$ cat config.mk
export PLATFORM = sky130hd
export DESIGN_NAME = closest_hit_reduce
export DESIGN_NICKNAME = d
export VERILOG_FILES = /design/src/rtl/closest_hit_reduce.sv
export SDC_FILE = /design/constraint.sdc
export NUM_CORES = 1
export LEC_CHECK = 0
export CORE_MARGIN = 8
export CORE_UTILIZATION = 69
export CTS_CLUSTER_DIAMETER = 50
export CTS_CLUSTER_SIZE = 20
export DETAILED_ROUTE_END_ITERATION = 6
export DONT_BUFFER_PORTS = 1
export PLACE_DENSITY = 0.85
export SYNTH_ARGS = -nofsm -noshare
export SYNTH_HDL_FRONTEND = slang
export SYNTH_SLANG_ARGS = --single-unit
$ cat constraint.sdc
create_clock -name aclk -period 6.58 [get_ports aclk]
set_clock_uncertainty 0.1 [all_clocks]
set_input_delay 1.974 -clock aclk [delete_from_list [all_inputs] [get_ports aclk]]
set_output_delay 1.974 -clock aclk [all_outputs]
set_load 0.1 [all_outputs]
$ cat src/rtl/closest_hit_reduce.sv
// closest_hit_reduce: reduces NUM_OBJ intersection beats per pixel to the nearest valid positive t.
// Optional macro CLOSEST_HIT_SEQ_CHECK_EN adds a sticky seq_error on pixel-coordinate mismatch.
module closest_hit_reduce #(
  parameter int SIZE    = 64,
  parameter int NUM_OBJ = 11,
  parameter int OBJ_W   = (NUM_OBJ > 1) ? $clog2(NUM_OBJ) : 1
) (
  input  logic             aclk,
  input  logic             aresetn,
  input  logic [SIZE-1:0]  t_axis_tdata,
  input  logic             t_axis_undef,
  input  logic [10:0]      t_axis_hcount,
  input  logic [9:0]       t_axis_vcount,
  input  logic             t_axis_tvalid,
  output logic             t_axis_tready,
  output logic [SIZE-1:0]  hit_axis_tdata,
  output logic [OBJ_W-1:0] hit_axis_obj,
  output logic             hit_axis_miss,
  output logic [10:0]      hit_axis_hcount,
  output logic [9:0]       hit_axis_vcount,
  output logic             hit_axis_tvalid,
  input  logic             hit_axis_tready,
  output logic             seq_error
);
  localparam int EXP_W = (SIZE == 64) ? 11 : 8;
  localparam logic [OBJ_W-1:0] LAST = OBJ_W'(NUM_OBJ - 1);
  logic [OBJ_W-1:0] cnt_q, cnt_d, best_obj_q, best_obj_d, obj_d;
  logic [SIZE-1:0]  best_t_q, best_t_d, tdata_d;
  logic             best_valid_q, best_valid_d, valid_d;
  logic [10:0]      hc_q, hc_d, hcount_d;
  logic [9:0]       vc_q, vc_d, vcount_d;
  logic             accept, first, last, cand, prior, take, load;
  assign first  = cnt_q == '0;
  assign last   = cnt_q == LAST;
  assign t_axis_tready = !last || !hit_axis_tvalid || hit_axis_tready;
  assign accept = t_axis_tvalid && t_axis_tready;
  assign load   = accept && last;
  // Positive finite non-zero floats order the same as their magnitude bits read as unsigned.
  assign cand   = !t_axis_undef && !t_axis_tdata[SIZE-1] && (|t_axis_tdata[SIZE-2:0])
                  && !(&t_axis_tdata[SIZE-2 -: EXP_W]);
  assign prior  = !first && best_valid_q;
  assign take   = cand && (!prior || t_axis_tdata[SIZE-2:0] < best_t_q[SIZE-2:0]);
  always_comb begin
    cnt_d        = accept ? (last ? '0 : cnt_q + 1'b1) : cnt_q;
    best_valid_d = accept ? (prior || take) : best_valid_q;
    best_t_d     = (accept && take) ? t_axis_tdata : ((accept && first) ? '0 : best_t_q);
    best_obj_d   = (accept && take) ? cnt_q : ((accept && first) ? '0 : best_obj_q);
    hc_d         = (accept && first) ? t_axis_hcount : hc_q;
    vc_d         = (accept && first) ? t_axis_vcount : vc_q;
    valid_d      = load || (hit_axis_tvalid && !hit_axis_tready);
    tdata_d      = load ? (best_valid_d ? best_t_d : '0) : hit_axis_tdata;
    obj_d        = load ? (best_valid_d ? best_obj_d : '0) : hit_axis_obj;
    hcount_d     = load ? hc_d : hit_axis_hcount;
    vcount_d     = load ? vc_d : hit_axis_vcount;
  end
  always_ff @(posedge aclk or negedge aresetn) begin
    if (!aresetn) begin
      cnt_q           <= '0;
      best_valid_q    <= 1'b0;
      best_t_q        <= '0;
      best_obj_q      <= '0;
      hc_q            <= '0;
      vc_q            <= '0;
      hit_axis_tvalid <= 1'b0;
      hit_axis_tdata  <= '0;
      hit_axis_obj    <= '0;
      hit_axis_miss   <= 1'b0;
      hit_axis_hcount <= '0;
      hit_axis_vcount <= '0;
    end else begin
      cnt_q           <= cnt_d;
      best_valid_q    <= best_valid_d;
      best_t_q        <= best_t_d;
      best_obj_q      <= best_obj_d;
      hc_q            <= hc_d;
      vc_q            <= vc_d;
      hit_axis_tvalid <= valid_d;
      hit_axis_tdata  <= tdata_d;
      hit_axis_obj    <= obj_d;
      hit_axis_miss   <= load ? !best_valid_d : hit_axis_miss;
      hit_axis_hcount <= hcount_d;
      hit_axis_vcount <= vcount_d;
    end
  end
`ifdef CLOSEST_HIT_SEQ_CHECK_EN
  logic seq_error_q;
  always_ff @(posedge aclk or negedge aresetn) begin
    if (!aresetn) seq_error_q <= 1'b0;
    else if (accept && !first && (t_axis_hcount != hc_q || t_axis_vcount != vc_q)) seq_error_q <= 1'b1;
  end
  assign seq_error = seq_error_q;
`else
  assign seq_error = 1'b0;
`endif
endmodule

# Word-level counts from Yosys, hierarchy flattened
# Cells that the tools add are included.
# totals
inputBits	90
ff_bits	185
output_inout_bits	93
# classes
add_sub_neg	1
magnitude_cmp	1
reduce_logical	27
n_eq_ne	1
mux	10
# op_table
operator	count
two-way mux 64 bit	3
< comparator 63 bit	1
OR reduction 63 bit	1
two-way mux 4 bit	4
two-way mux 11 bit	1
AND reduction 11 bit	1
logical AND 1 bit	10
two-way mux 10 bit	1
zero test 1 bit	9
logical OR 1 bit	5
adder 4 x 1 -> 4 bit, second input constant	1
equality test 4 bit, second input constant	1
zero test 4 bit	1
two-way mux 1 bit	1

# Longest topological paths before layout
# Gate-level depths: netlist of run 1.
# logic_depth
depth_word	9
ltp_mapped	13

# Least setup slack after synthesis of run 1
# Ideal clock, no wire load.
# synth_path
kind	input-to-output
from	in hit_axis_tready
to	out t_axis_tready
stages	2
arrival_time_ps	2852
path_slack_ps	1654
path_cell_list	nand2b_1 -> or3_1
# synth_via
elab_chain_len	1
# synth_lines
element	line_no	rtl
start, declared	22	input logic hit_axis_tready,
logical OR 1 bit	35	assign t_axis_tready = !last || !hit_axis_tvalid || hit_axis_tready;
end, declared	15	output logic t_axis_tready,
# Every way passes these cells.

# Worst setup path after layout of run 1
# layout_path
from	in t_axis_tdata[29]
to	reg best_t_q[29]
# layout_via
elab_chain_len	6
elab_cells_between_ends	8
classes_between	order compare: 1; mux: 1; reduce/logical: 6
# layout_lines
element	line_no	rtl
start, declared	10	input logic [SIZE-1:0] t_axis_tdata,
parallel branches: the longest is 5 deep, another holds < comparator 63 bit	n/a	
two-way mux 64 bit *	46	best_t_d = (accept && take) ? t_axis_tdata : ((accept && first) ? '0 : best_t_q);
net best_t_d[29]	28	logic [SIZE-1:0] best_t_q, best_t_d, tdata_d;
end signal, assigned	73	best_t_q <= best_t_d;
end, declared	28	
# Mark *: on every way through the listed nets, which the timed path passes.
# A chain may end at the register's enable or synchronous reset.

==> impl_results.md, run 1 <==
- Outcome: finished clean
- Num CTS Buffers: 17
- Final worst-path cycle share: 76.1%
- Hold Buf Count CTS: 0
- Max Freq: 200 MHz
- # rows: 42
- LEAKAGE: 4.68 nW
- Crit-path max cell delay: 0.68 ns
- First-pass GRT wire length: 40.8 mm
- Nets: 1063
- Remaining DRCs: 0
- Area of the die: 17500 µm²
- Share of layout cells above drive strength 1: 7.58%
- Avg WL per Cell: 23.1 µm
- Crit path max fanout: 47
- Setup_tns: 0 ns
- CP Cell Sequence: ha_1 > nand4_1 > nor4_1 > and2_1 > o31ai_1 > and3_1 > a21oi_4 > nor2b_4 > buf_4 > o22ai_1
- Mapped Nets: 1096
- Core box area: approximately 13000 µm²
- Max rail drop VDD: between 0.0003 and 0.0004 V
- WP buf/inv: 1
- Hold_ws: around 0.40 ns
- Setup Viol. Count Final: 0
- Largest net degree at the start of global routing: 186
- Die height: 132 µm
- CTS max path bufs: 2
- Count of flip-flops with a built-in enable after synthesis: 0
- Synth Area in Adders: under 10%
- Largest delay share family, worst path: simple AND/OR/NAND/NOR gates
- Cell taking the most area after synthesis: dfrtp_1
- Slowest CP cell: nor4_1
- Commonest register cell after synthesis: dfrtp_1
- FF+latch area: 4630 µm²
- Count of max-cap constraint violations: 0
- Worst slew pin tran: around 1.1 ns
- CP Launch Type: primary input
- GP Congestion: around 0.87
- Total Wirelength: 25.4 mm
- Yosys reg bits: 185
- I/O Buffers: 0
- Setup CP Type: in -> reg
- Post-synthesis mux area share: 2.86%
- Synthesized area per cell: between 9 and 10 µm²
- ANT nets after route: 0
- GRT Total Usage: between 20 and 30%
- Cell variety after synth: 44
- HPWL after DPL: between 15 and 20 mm
- Dpl ws: 1.21 ns
- DR vias: 7359
- Critical path arrival: 5.24 ns
- Main combinational cell family by area after synthesis: simple AND/OR/NAND/NOR gates
- Synthesized area: 9350 µm²
- Antenna violations before repair: 0
- Final hold viol count: 0
- CP endpoint kind: flop
- Relative slew slack: a little under a quarter
- Postcts setup bufs: 0
- Worst-path clk slew: 0.08 ns
- Synthesis-to-finish area growth: 6.96%
- Vias/cell: 6.69
- Synth Area in Compound Gates: 15.4%
- Clk sinks: 185
- TritonCTS clock tree: yes
- Min cycle time layout: 5.01 ns
- Multi-input gate area: ~4200 µm²
- Worst path required time: 6.82 ns
- Warnings from Yosys: 0
- PD cells: a little over 600 nW/µm²
- Root Driver: clkbuf_16
- CTS resizes: 0
- Fin. max-slew vios: 0
- CTS H-tree lvls: 4
- Post-synth top area share: 49.5%
- Post-synthesis sequential area ratio: 49.5%
- GR Overflow Total: 0
- Die Width: approximately 130 µm
- Worst-Skew Late Latency: 0.44 ns
- Post-synth ARST share: 100%
- Top cells by area, synth: dfrtp_1 50%, nand2_1 8.5%, ha_1 8.3%, a221o_1 7.0%, and2_1 4.4%
- Fill cells: approximately 910
- # IOs: 183
- Synth Area in XOR/XNOR: 0.0937%
- Worst hold path class: reg -> reg
- RSZ-0062 raised after global routing: no
- Synth Instances: 944
- Iter 0 DRT Violations: 625
- Antenna cell count: 0
- Starting Density: a little over two thirds
- Router iterations before antenna repair: 5
- Simple-Gate Fraction of Synth Area: 17.9%
- Worst Slack Setup Final: 1.57 ns
- Vias in the first global route: between 7000 and 8000
registers in the layout (all words and copies together) (netlist names):
signal           cells
best_t_q            64
hit_axis_hcount     11
cnt_q                4
hit_axis_obj         4
best_valid_q         1
hit_axis_miss        1
hc_q                11
hit_axis_vcount     10
hit_axis_tvalid      1
best_obj_q           4
vc_q                10
hit_axis_tdata      64
layout by cell type (no fill, tap or decap), types with 18 or more instances in the layout:
cell type and count:
and2_1 66, inv_1 65, nand2_1 212, dfrtp_1 185, o22ai_1 65, a21oi_1 26, a221o_1 65, ha_1 62
mux2_2 21, nor4_1 18
power breakdown:
part	switching [mW]	internal [mW]	total (mW)
sequential	2.01	1.58	3.59
clock	0.469	0.619	1.09
combinational	0.782	0.637	1.42
total	3.26	2.84	6.10
area by class of cell:
class / count / area share, %
flip-flops and latches: 185 / 46.3
multi-input cells: 634 / 42.2
clock buffers: 18 / 4.39
inverters: 65 / 2.44
well taps: 176 / 2.20
clock inverters: 14 / 1.89
repair buffers: 8 / 0.600
synthesized netlist by cell type, types with 2 or more instances:
library cell,number
nand2_1,213
dfrtp_1,185
and2_1,66
a221o_1,65
inv_1,65
o22ai_1,65
ha_1,62
clkbuf_1,31
a21oi_1,26
mux2_2,21
buf_2,19
nor4_1,18
nand4_1,16
nand3_1,13
a21o_1,9
o21ai_0,9
nor2_1,8
buf_6,7
nand2b_1,4
nor3_1,4
a32o_1,3
buf_4,3
nor2b_1,3
a211oi_1,2
a31oi_1,2
and3_1,2
and4_1,2
mux2i_1,2
o21a_1,2
o31ai_1,2
or3_1,2
metrics by stage:
stage          area [µm²]  cells  util, %  total power, mW
2_1_floorplan        9350    944        -             4.58
5_1_grt             10000   1100     75.5             6.37
6_report            10000   1100     75.5             6.10
3_3_place_gp         9370   1068     70.7             4.87
3_5_place_dp         9370   1068     70.7             4.99
4_1_cts             10000   1100     75.5             6.09
cells by family after synthesis:
kind of cell | Yosys count
AO/OA/AOI/OAI | 191
flip-flops | 185
XOR/XNOR | 1
adder cells (fa/ha/maj) | 62
AND/OR/NAND/NOR | 355
buffers and inverters | 125
other | 1
multiplexers | 24
final timing paths:
check	start	to	slack, ns	depth (start not counted)
setup / recovery	t_axis_tdata[29]	best_t_q[29]	1.57	10
hold / removal	vc_q[6]	vc_q[6]	0.40	1
setup reg to reg	hit_axis_tvalid	best_t_q[29]	2.21	9
hold reg to reg	vc_q[6]	vc_q[6]	0.40	1
max in group asynchronous	aresetn	best_t_q[42]	5.01	0
min in group asynchronous	aresetn	hit_axis_vcount[1]	1.13	0
metal layers:
layer	global-route usage (%)	vias to the layer above	wire, µm
li1	-	3264	-
met2	44.8	410	11800
met3	11.2	69	3160
met5	0	-	0
met4	13.3	0	867
met1	35.3	3616	9620
Power figures use the tool's default switching activity.
==> run 2: changes to the inputs <==
Settings changed: CORE_UTILIZATION 69 to 58, PLACE_DENSITY 0.85 to 0.76.
Clock period 6.58 ns to 4.5 ns, I/O delays scaled along.
==> impl_results.md, run 2 (synthesis gave the netlist of run 1 again) <==
- Worst-path clk slew: 0.08 ns (about the same)
- Min-delay src: hc_q[6]
- Fin. max-slew vios: 0 (unchanged)
- Vias/cell: 6.23 (-6.9%)
- Min cycle time layout: ~3.8 ns
- # rows: 46 (+9.5%)
- Multi-input gate area: 4210 µm² (-0.15%)
- Largest regs: best_t_q: 64 flops, hit_axis_tdata: 64 flops
- Remaining DRCs: 0 (unchanged)
- Crit-path max cell delay: 0.42 ns (-0.26 ns)
- Outcome: finished clean
- Hold Buf Count CTS: 0 (unchanged)
- Relative slew slack: 34.5% (+11 points)
- Num CTS Buffers: 17 (unchanged)
- Worst hold path class: reg -> reg
- Router iterations before antenna repair: 6 (+1)
- Final hold viol count: 0 (unchanged)
- Die Width: 143 µm (+8.0%)
- Antenna violations before repair: 0 (unchanged)
- Internal: 4.01 mW (+42%)
- Clock share of power: 16.7% (-1.1 points)
- TritonCTS clock tree: yes
- Avg WL per Cell: 21.5 µm (-7.1%)
- Metal2 WL: 11.6 mm (-1.1%)
- CTS max path bufs: 2 (unchanged)
- Critical path arrival: 3.97 ns (-1.27 ns)
- Hold_ws: 0.396 ns (-0.00498 ns)
- Share of layout cells above drive strength 1: 8.96% (+1.4 points)
- Clk sinks: 185 (unchanged)
- Gate power share: 23.6% (+0.3 points)
- PD cells: 864 nW/µm² (+42%)
- HPWL after DPL: 17.1 mm (+1.2%)
- CP Launch Type: primary input
- FF+latch area: 4630 µm² (unchanged)
- I/O Buffers: 0 (unchanged)
- Core box area: 15800 µm² (+20%)
- Synthesis-to-finish area growth: 8.04%
- GP Congestion: 0.836 (-4.3%)
- First-pass GRT wire length: 39.5 mm (-3.3%)
- Power Total: 8.73 mW (+43%)
- Starting Density: 59.1% (-12 points)
- Slowest CP cell: nor4_2
- Worst r2r src: best_t_q[56]
- Root Driver: clkbuf_16
- GRT Total Usage: 24.6% (-4.3 points)
- Dpl ws: 0.350 ns (-0.860 ns)
- Worst path required time: 4.70 ns (-2.12 ns)
- Worst slew pin tran: 0.983 ns (-0.158 ns)
- R2r endpoint: hit_axis_tdata[50]
- Fill cells: 1277 (+41%)
- Seq pwr share: 59.7% (+0.8 points)
- Nets: 1077 (+1.3%)
- Worst Slack Setup Final: 0.734 ns (-0.839 ns)
- Die height: 143 µm (+8.0%)
- GR Overflow Total: 0 (unchanged)
- R2R setup slack: 1.23 ns (-0.98 ns)
- Crit path max fanout: 39 (-17%)
- Postcts setup bufs: 0 (unchanged)
- LEAKAGE: 4.73 nW (+1.1%)
- End of the worst hold path: hc_q[6]
- Commonest cells after routing, fill and taps aside: 212 x nand2_1, 185 x dfrtp_1, 66 x and2_1
- RSZ-0062 raised after global routing: no
- ANT nets after route: 0 (unchanged)
- Wire length on met1: 10.4 mm (+7.8%)
- Worst hold stages: 1 (unchanged)
- CP Cell Sequence: ha_1 > nand4_1 > nor4_2 > and4_1 > nand3_1 > o221a_1 > a21oi_4 > nor3b_2 > buf_4 > a221o_1
- Antenna cell count: 0 (unchanged)
- Sw frac: 54.0% (+0.53 points)
- Largest net degree at the start of global routing: 186 (unchanged)
- Iter 0 DRT Violations: 490 (-22%)
- P_sw: 4.72 mW (+45%)
- Setup_tns: 0 ns (unchanged)
- Vias in the first global route: 7073 (-6.0%)
- Routed met3 length: 2.30 mm (-27%)
- Commonest non-fill, non-tap cell in the layout: nand2_1
- # IOs: 183 (unchanged)
- CTS resizes: 0 (unchanged)
- Final worst-path cycle share: 83.7%
- Max rail drop VDD: 0.000544 V (+42%)
- DR vias: 7189 (-2.3%)
- Max Freq: between 200 and 300 MHz
- CTS H-tree lvls: 4 (unchanged)
- FF-to-FF path depth: 11 (+2)
- Area of the die: 20400 µm² (+17%)
- Worst-Skew Late Latency: 0.43 ns (about the same)
- CP endpoint kind: flop
- Setup CP Type: in -> reg
- Top Layer Used: met4
- Setup Viol. Count Final: 0 (unchanged)
- Total Wirelength: 24.8 mm (-2.5%)
- Count of max-cap constraint violations: 0 (unchanged)
[run 2: changes by cell type in the layout (fill, tap and decap cells not counted)]
cell,before,now
nor3_4,2,1
inv_8,1,3
inv_6,4,6
buf_12,0,1
buf_4,8,21
bufinv_16,3,0
nor3_2,0,1
clkinvlp_4,3,1
clkinv_2,1,2
[run 2: metrics by stage]
stage          instances  area [µm²]  util [%]
2_1_floorplan        944        9350         -
3_3_place_gp        1122        9540      60.2
3_5_place_dp        1122        9540      60.2
4_1_cts             1154       10100      63.8
5_1_grt             1154       10100      63.8
6_report            1154       10100      63.8
[run 2: cell type report]
type / instances / area share, %
multi-input cells: 634 / 41.7
repair buffers: 22 / 1.76
well taps: 216 / 2.67
clock buffers: 18 / 4.35
flip-flops and latches: 185 / 45.8
inverters: 65 / 2.41
clock inverters: 14 / 1.28
[run 2: worst max-delay path: cells and delay by family]
kind,cells,cell delay [ns]
AOI/OAI and AO/OA,3,0.91
adders and majority gates,1,0.28
buffers and inverters,1,0.30
and+or+nand+nor,5,1.11
[run 2: routing by layer]
| layer | GRT usage (%) | vias up |
|---|---|---|
| met2 | 38.1 | 262 |
| met5 | 0 | - |
| met1 | 32.1 | 3599 |
| met4 | 8.17 | 0 |
| li1 | - | 3301 |
| met3 | 7.91 | 27 |
[run 2: worst max path at each step]
stage | from | endpoint | slack, ns | cells after the start
global route | t_axis_tdata[62] | hit_axis_tdata[47] | 0.60 | 10
finish | t_axis_tdata[62] | hit_axis_tdata[50] | 0.73 | 10
CTS | t_axis_tdata[62] | hit_axis_tdata[3] | 0.79 | 10
floorplan | hit_axis_tready | hit_axis_tdata[38] | 0.66 | 9
global placement | t_axis_tdata[48] | hit_axis_tdata[22] | 0.46 | 11
detailed placement | t_axis_tdata[62] | hit_axis_tdata[20] | 0.35 | 10
[run 2: power by group through the flow]
stage          clock network, mW  logic, mW  registers [mW]
2_1_floorplan                  0       1.63            5.06
3_3_place_gp                   0       1.96            5.24
3_5_place_dp                   0       2.05            5.25
4_1_cts                     1.48       2.05            5.22
5_1_grt                     1.54       2.34            5.31
6_report                    1.46       2.06            5.21
==> run 3: changes to the inputs <==
Settings changed: CORE_UTILIZATION 58 to 64, PLACE_DENSITY 0.76 to 0.8.
Clock period 4.5 ns to 3.8 ns, I/O delays scaled along.
==> impl_results.md, run 3 (synthesis gave the netlist of run 1 again) <==
- Outcome: complete, but fails checks
- Violated checks: design-rule violations
- Fin. max-slew vios: 0 (unchanged)
- Metal2 WL: 11.6 mm (-0.56%)
- Fin util: 70.9% (+7.0 points)
- Final hold viol count: 0 (unchanged)
- Total Wirelength: 24.6 mm (-0.60%)
- CP Cell Sequence: ha_1 > a21o_1 > nand3_1 > a21oi_1 > a2111oi_0 > buf_4 > o221a_1 > buf_4 > a21oi_4 > nor3b_2 > buf_12 > a221o_1
- Clk sinks: 185 (unchanged)
- Crit path depth: 12 (+2)
- Seq pwr share: 58.8% (-0.9 points)
- Largest net degree at the start of global routing: 186 (unchanged)
- Worst slew pin tran: 0.996 ns (+0.0131 ns)
- Slowest CP cell: a2111oi_0
- Antenna violations before repair: 0 (unchanged)
- CP Launch Type: primary input
- Iter 0 DRT Violations: 608 (+24%)
- Final worst-path cycle share: 92.3%
- Internal: 4.96 mW (+24%)
- Die height: 137 µm (-4.3%)
- GR Overflow Total: 0 (unchanged)
- Postcts setup bufs: 0 (unchanged)
- Max Freq: approximately 290 MHz
- Final Non-Filler Cells: 1127 (-2.3%)
- WP buf/inv: 3 (+2)
- Vias in the first global route: 7156 (+1.2%)
- I/O Buffers: 0 (unchanged)
- Max rail drop VDD: 0.000651 V (+20%)
- PD cells: 1030 nW/µm² (+19%)
- Largest regs: best_t_q: 64 flops, hit_axis_tdata: 64 flops
- Top Layer Used: met4
- TritonCTS clock tree: yes
- Critical path arrival: 3.77 ns (-0.20 ns)
- Vias/cell: 6.43 (+3.2%)
- Crit path max fanout: 50 (+28%)
- Setup CP Type: in -> reg
- Origin of the worst setup path: t_axis_tdata[52]
- Routed met3 length: 2.54 mm (+11%)
- Most Frequent Cell on Critical Path: buf_4
- HPWL after DPL: 16.6 mm (-2.8%)
- Worst setup path endpoint: hit_axis_tdata[56]
- GP Congestion: 0.849 (+1.6%)
- LEAKAGE: 4.80 nW (+1.3%)
- R2R setup slack: 0.59 ns (-0.64 ns)
- Gate power share: 23.4% (-0.2 points)
- First-pass GRT wire length: 39.4 mm (-0.31%)
- Count of max-cap constraint violations: 0 (unchanged)
- Starting Density: 64.8% (+5.8 points)
- Avg WL per Cell: 21.8 µm (+1.8%)
- Core box area: 14400 µm² (-8.9%)
- Worst hold path class: in -> async
- Hold Buf Count CTS: 0 (unchanged)
- Wire length on met1: 9.91 mm (-4.5%)
- Router iterations before antenna repair: 7 (+1)
- Min cycle time layout: 3.51 ns
- CTS max path bufs: 2 (unchanged)
- Die Width: 137 µm (-4.3%)
- Num CTS Buffers: 17 (unchanged)
- Nets: 1082 (+0.46%)
- GRT Total Usage: 26.8% (+2.1 points)
- Clock share of power: 17.8% (+1.1 points)
- Synthesis-to-finish area growth: 9.33%
- P_sw: 5.57 mW (+18%)
- Area of the die: 18700 µm² (-8.3%)
- Worst path required time: 4.07 ns (-0.63 ns)
- R2r endpoint: hit_axis_tdata[56]
- ANT nets after route: 0 (unchanged)
- Setup Viol. Count Final: 0 (unchanged)
- Largest delay share family, worst path: compound AO/OA/AOI/OAI gates
- CTS resizes: 0 (unchanged)
- Commonest cells after routing, fill and taps aside: 212 x nand2_1, 185 x dfrtp_1, 66 x and2_1
- Crit-path max cell delay: 0.63 ns (+0.21 ns)
- Antenna cell count: 0 (unchanged)
- Relative slew slack: 33.6% (-0.87 points)
- # IOs: 183 (unchanged)
- Worst r2r src: best_t_q[52]
- Share of layout cells above drive strength 1: 9.44% (+0.48 points)
- FF-to-FF path depth: 13 (+2)
- Commonest non-fill, non-tap cell in the layout: nand2_1
- DR vias: 7243 (+0.75%)
- CP endpoint kind: flop
- Worst-Skew Late Latency: 0.43 ns (about the same)
- RSZ-0062 raised after global routing: no
- Worst-path clk slew: 0.07 ns (about the same)
- Root Driver: clkbuf_16
- Placed insts: 1095 (-2.4%)
- # rows: 44 (-4.3%)
- Remaining DRCs: 1 (+1)
- Sw frac: 52.9% (-1.1 points)
- CTS H-tree lvls: 4 (unchanged)
run 3: power groups by stage:
stage | Clock (mW) | Combinational, mW | Sequential (mW)
5_1_grt | 1.98 | 2.78 | 6.30
3_3_place_gp | 0 | 2.33 | 6.20
3_5_place_dp | 0 | 2.44 | 6.22
4_1_cts | 1.90 | 2.46 | 6.20
6_report | 1.87 | 2.47 | 6.19
2_1_floorplan | 0 | 1.93 | 5.99
run 3: metrics by stage:
stage | total power, mW | instance area, µm² | setup WS (ns) | hold WS (ns) | TNS (ns)
global placement | 8.52 | 9600 | -0.114 | 0.378 | -6.77
detailed placement | 8.65 | 9600 | -0.104 | 0.386 | -6.78
global route | 11.1 | 10200 | 0.195 | 0.283 | 0
finish | 10.5 | 10200 | 0.294 | 0.302 | 0
CTS | 10.6 | 10200 | 0.304 | 0.283 | 0
floorplan | 7.92 | 9350 | 0.173 | 0.366 | 0
run 3: final cells by class:
cell class	instances	area, µm²
timing repair buffer	27	278
clock inverter	14	189
sequential	185	4630
tap	184	230
multi-input combinational	634	4210
fill	1046	4200
inverter	65	244
clock buffer	18	439
run 3: layer usage:
| metal | vias up | global-route usage [%] |
|---|---|---|
| li1 | 3309 | - |
| met1 | 3557 | 35.0 |
| met2 | 330 | 41.8 |
| met3 | 47 | 8.11 |
| met4 | 0 | 8.99 |
| met5 | - | 0 |
run 3: worst min-delay path by stage:
stage                         end    startpoint  cells past startpoint
3_5_place_dp              hc_q[5]       hc_q[5]                      1
5_1_grt        hit_axis_vcount[1]       aresetn                      0
6_report       hit_axis_vcount[1]       aresetn                      0
2_1_floorplan        best_valid_q  best_valid_q                      1
3_3_place_gp              vc_q[1]       vc_q[1]                      1
4_1_cts                   vc_q[9]       aresetn                      0
